--- config.mk ---
export PLATFORM = sky130hd
export DESIGN_NAME = instr_word_tx
export DESIGN_NICKNAME = d
export VERILOG_FILES = /design/src/rtl/instr_word_tx.sv
export SDC_FILE = /design/constraint.sdc
export NUM_CORES = 1
export LEC_CHECK = 0
export CAP_MARGIN = 20
export CORE_UTILIZATION = 43
export CTS_BUF_LIST = sky130_fd_sc_hd__clkbuf_4 sky130_fd_sc_hd__clkbuf_8
export CTS_CLUSTER_SIZE = 16
export DETAILED_ROUTE_END_ITERATION = 10
export HOLD_SLACK_MARGIN = 0.05
export PLACE_DENSITY_LB_ADDON = 0.2
export SETUP_SLACK_MARGIN = 0.2
export SLEW_MARGIN = 20
export SYNTH_ARGS = -nofsm -noshare
export SYNTH_HDL_FRONTEND = slang
export SYNTH_SLANG_ARGS = --single-unit
--- constraint.sdc ---
create_clock -name clock -period 1.85 [get_ports clock]
set_input_delay 0.37 -clock clock [delete_from_list [all_inputs] [get_ports clock]]
set_output_delay 0.37 -clock clock [all_outputs]
set_load 0.1 [all_outputs]
--- src/rtl/instr_word_tx.sv ---
// instr_word_tx: transmit side of the instruction-word link.
// Takes one 72-bit word {address, data, opcode} per valid/ready handshake and
// serializes it as opcode, address MSB..LSB, data MSB..LSB and an optional
// XOR checksum byte, framed with start/end-of-frame markers.
module instr_word_tx #(
    parameter bit          SEND_CHECKSUM = 1'b1,
    parameter int unsigned GAP_CYCLES    = 0
) (
    input  logic        clock,
    input  logic        resetN,
    input  logic        in_valid,
    output logic        in_ready,
    input  logic [71:0] in_word,
    output logic        tx_valid,
    input  logic        tx_ready,
    output logic [7:0]  tx_byte,
    output logic        tx_sof,
    output logic        tx_eof,
    output logic        busy,
    output logic [15:0] frames_sent
);

    // Index of the final byte of a frame: the checksum, or the last data byte.
    localparam logic [3:0] LAST = SEND_CHECKSUM ? 4'd9 : 4'd8;
    // GAP counts down to zero, so it is loaded with one less than its length.
    localparam logic [3:0] GAP_LOAD = (GAP_CYCLES == 0) ? 4'd0 : 4'(GAP_CYCLES - 1);

    typedef enum logic [1:0] {
        S_IDLE = 2'd0,
        S_SEND = 2'd1,
        S_GAP  = 2'd2
    } state_t;

    state_t      state_q;
    logic [71:0] word_q;
    logic [3:0]  idx_q;
    logic [3:0]  gap_q;
    logic [15:0] frames_q;
    logic        in_ready_q;
    logic        tx_valid_q;
    logic        busy_q;

    logic [7:0]  checksum_d;
    logic [7:0]  byte_d;

    // Checksum is recomputed from the held word every cycle, so stalls cannot disturb it.
    always_comb begin
        checksum_d = word_q[7:0]   ^ word_q[71:64] ^ word_q[63:56] ^ word_q[55:48] ^
                     word_q[47:40] ^ word_q[39:32] ^ word_q[31:24] ^ word_q[23:16] ^
                     word_q[15:8];
    end

    // Select the frame byte at the current index.
    always_comb begin
        // NOTE: default assignment first, so no path through the case leaves byte_d unassigned (no latch).
        byte_d = 8'h00;
        case (idx_q)
            4'd0:    byte_d = word_q[7:0];
            4'd1:    byte_d = word_q[71:64];
            4'd2:    byte_d = word_q[63:56];
            4'd3:    byte_d = word_q[55:48];
            4'd4:    byte_d = word_q[47:40];
            4'd5:    byte_d = word_q[39:32];
            4'd6:    byte_d = word_q[31:24];
            4'd7:    byte_d = word_q[23:16];
            4'd8:    byte_d = word_q[15:8];
            4'd9:    byte_d = SEND_CHECKSUM ? checksum_d : 8'h00;
            default: byte_d = 8'h00;
        endcase
    end

    // Frame FSM: holding register, byte index, gap timer, frame counter and registered flags.
    always_ff @(posedge clock or negedge resetN) begin
        if (!resetN) begin
            // NOTE: the holding register is reset too, so tx_byte and the checksum never expose X after reset.
            state_q    <= S_IDLE;
            word_q     <= '0;
            idx_q      <= '0;
            gap_q      <= '0;
            frames_q   <= '0;
            in_ready_q <= 1'b1;
            tx_valid_q <= 1'b0;
            busy_q     <= 1'b0;
        end else begin
            // NOTE: non-blocking assignments throughout, so every register sees the pre-edge values.
            case (state_q)
                S_IDLE: begin
                    if (in_valid) begin
                        word_q     <= in_word;
                        idx_q      <= '0;
                        state_q    <= S_SEND;
                        in_ready_q <= 1'b0;
                        tx_valid_q <= 1'b1;
                        busy_q     <= 1'b1;
                    end
                end
                S_SEND: begin
                    if (tx_ready) begin
                        if (idx_q == LAST) begin
                            frames_q   <= frames_q + 16'd1;
                            tx_valid_q <= 1'b0;
                            if (GAP_CYCLES > 0) begin
                                state_q <= S_GAP;
                                gap_q   <= GAP_LOAD;
                            end else begin
                                state_q    <= S_IDLE;
                                in_ready_q <= 1'b1;
                                busy_q     <= 1'b0;
                            end
                        end else begin
                            idx_q <= idx_q + 4'd1;
                        end
                    end
                end
                S_GAP: begin
                    if (gap_q == 4'd0) begin
                        state_q    <= S_IDLE;
                        in_ready_q <= 1'b1;
                        busy_q     <= 1'b0;
                    end else begin
                        gap_q <= gap_q - 4'd1;
                    end
                end
                default: begin
                    state_q    <= S_IDLE;
                    in_ready_q <= 1'b1;
                    tx_valid_q <= 1'b0;
                    busy_q     <= 1'b0;
                end
            endcase
        end
    end

    assign in_ready    = in_ready_q;
    assign tx_valid    = tx_valid_q;
    assign busy        = busy_q;
    assign frames_sent = frames_q;
    assign tx_byte     = tx_valid_q ? byte_d : 8'h00;
    assign tx_sof      = tx_valid_q && (idx_q == 4'd0);
    assign tx_eof      = tx_valid_q && (idx_q == LAST);

endmodule

==> results.ini <==
[placement]
io_buffers=104
place_hpwl_um=9980
dpl_cell_area_sq_um=6980
gp_congestion=0.934

[worst_setup_path]
crit_required_ps=1480
crit_path_end_kind=output pin
reg2reg_depth=12
crit_path_start_kind=flip-flop
r2r-start=idx_q[1]
worst-setup-path-type=flip-flop to output pin
r2r_end=frames_sent[10]
rrSetupSlack_ps=-420
critPathArrivalTime_ps=2290
cp_max_fo=6

[drt]
routedWlPerCell_um=16.2
drc_errors=0
finalWirelength_um=14100
num_vias=4535
ant_nets=0
firstDrtPassIters=7
avgViaCountPerCell=5.21
first_iter_violations=281

[yosys]
ys.flop_type=dfrtp_1
synth_cell_types=44
syn_inst=565
synth_nets=646
synth.avg_cell_area_sq_um=8.82
synth.yosys.seq_area_share=0.472
ys_seq_elements=94
synth_edf_count=0
async_reset_ff_frac=1.00
ys_warn_count=0
netlist_area_sq_um=4980

[power_and_ir_drop]
peakVddDrop_mv=1.60
p_seq_frac=0.243
pwr-share-comb=0.669
clockPowerShare=0.089
p_sw_frac=0.474
leakage_nw=3.47
fin_total_pwr_mw=16.1
p_per_area_nw_per_um2=2110
p_switching_mw=7.65
internal_power_mw=8.49

[die]
die_x_um=110
core_sq_um=11100
ios=105
start_util=0.450
die_h_um=110
rows=38
die_area_sq_um=12000

[final_layout]
final_area_sq_um=7650
nets=807
final_cell_mix=nand2_1 (231), dfrtp_1 (83), clkdlybuf4s50_1 (74)
antenna_cells=0
layout-drive-gt1-share=0.267
syn_to_final_growth_pct=53.6
final_util=0.691
layout.cells.most_common=nand2_1

[timing]
setup_viol=28
rsz0062_at_grt=true
slew_headroom=0.663
worst_slack_ps=-813
fin_skew_ps=5.49
fin_setup_tns_ps=-12700
finalCriticalPeriod_ps=2660
fmax_mhz=375
worst_slew_pin_slew_ps=506
min_period_over_period=1.44
slew_violations=0
hold_viol=0

[global_route]
grt_pass1_vias=4471
grt_pass1_wl_um=22200
antenna_found_initial=0
grt_usage=0.244
grt_max_degree=95
grt_overflow=0

[cts]
htree_levels=3
cts_tree=built
cts_max_path_buffers=2
clk_pin_slew_worst_paths_ps=90
cts_buffers=9
cts_root_buf=clkbuf_8
numClockSinks=94
clock_latency_ps=370

[worst_hold_path]
hp-class=input port to async pin

[outcome]
violations=negative setup slack
status=complete, but fails checks

[run]
drv_cap=0

-- worst max path at each step --
| stage | from | to | cells past startpoint |
|---|---|---|---|
| floorplan | busy | tx_byte[4] | 4 |
| global placement | idx_q[0] | tx_byte[1] | 8 |
| detailed placement | idx_q[0] | tx_byte[7] | 8 |
| CTS | idx_q[1] | tx_byte[7] | 8 |
| global route | idx_q[1] | tx_byte[1] | 9 |
| finish | idx_q[1] | tx_byte[4] | 9 |
-- kinds of logic (layout without fill, tap and decap cells) --
group,after synthesis,count (layout),synth area share
compound gates,61,61,0.0861
xor+xnor,80,80,0.141
fa+ha+maj,5,5,0.0126
buf+inv,38,204,0.0354
flops,94,94,0.472
mux,12,12,0.0259
simple gates,275,275,0.227
-- flip-flops by register name, indices dropped and copies added (netlist names) --
register     cells
idx_q            4
frames_sent     16
word_q          72
in_ready         1
busy             1
-- cells in the mapped netlist (3+ instances only) --
| master | instances | area share |
|---|---|---|
| nand2_1 | 234 | 0.18 |
| nor3_1 | 4 | 0.0040 |
| nor2b_1 | 3 | 0.0038 |
| a21oi_1 | 6 | 0.0060 |
| clkbuf_1 | 21 | 0.016 |
| xnor2_1 | 70 | 0.12 |
| ha_1 | 5 | 0.013 |
| nor2_1 | 8 | 0.0060 |
| a22o_1 | 5 | 0.0088 |
| nand2b_1 | 6 | 0.0075 |
| a221oi_1 | 8 | 0.014 |
| xor2_1 | 10 | 0.018 |
| dfrtp_1 | 93 | 0.47 |
| o22ai_1 | 3 | 0.0038 |
| buf_6 | 3 | 0.0068 |
| mux2i_1 | 5 | 0.010 |
| o31ai_1 | 3 | 0.0045 |
| o21ai_0 | 15 | 0.015 |
| inv_1 | 7 | 0.0053 |
| mux2_2 | 7 | 0.016 |
| a22oi_1 | 8 | 0.012 |
| a222oi_1 | 3 | 0.0060 |
| nand4_1 | 3 | 0.0038 |
| buf_2 | 3 | 0.0030 |
| nand3_1 | 9 | 0.0090 |
-- worst max-delay path, cell delays in order (launching register included) --
cell,delay [ps]
dfrtp_1,420
inv_2,80
buf_4,140
ha_4,180
nor2b_4,140
a32o_1,210
a221oi_2,190
o22ai_1,110
a22o_4,270
buf_12,160
-- cell type report --
class / count / area [sq um]
fillers: 875 / 3430
multi-input cells: 433 / 2810
flip-flops and latches: 94 / 2370
repair buffers: 181 / 2060
well taps: 140 / 175
clock buffers: 10 / 138
clock inverters: 6 / 68.8
inverters: 7 / 30.0
-- what timing repair did --
action	in CTS	in global routing
gates resized for setup	43	24
endpoints found under the setup margin	29	30
setup buffers	13	7
pin swaps	20	16
hold buffers	0	0
-- stage by stage --
step           cells  setup slack, ps  hold WS, ps
2_1_floorplan    565             -547         74.4
3_3_place_gp     835             -330          458
3_5_place_dp     835             -512          461
4_1_cts          864             -817         69.4
5_1_grt          871             -886         58.2
6_report         871             -813         29.5
-- layer usage --
metal / GRT usage / part of all wire
met2: 0.402 / 0.48
met3: 0.0439 / 0.061
met1: 0.322 / 0.43
met5: 0 / 0
met4: 0.0905 / 0.028
-- power by group through the flow --
stage | sequential (mW) | clock [mW] | combinational, mW
finish | 3.92 | 1.43 | 10.8
CTS | 3.86 | 1.44 | 10.4
floorplan | 3.94 | 0 | 6.52
global placement | 3.83 | 0 | 9.62
global route | 3.99 | 1.52 | 11.4
detailed placement | 3.86 | 0 | 9.83
No activity file was read; power rests on OpenSTA's default activity.
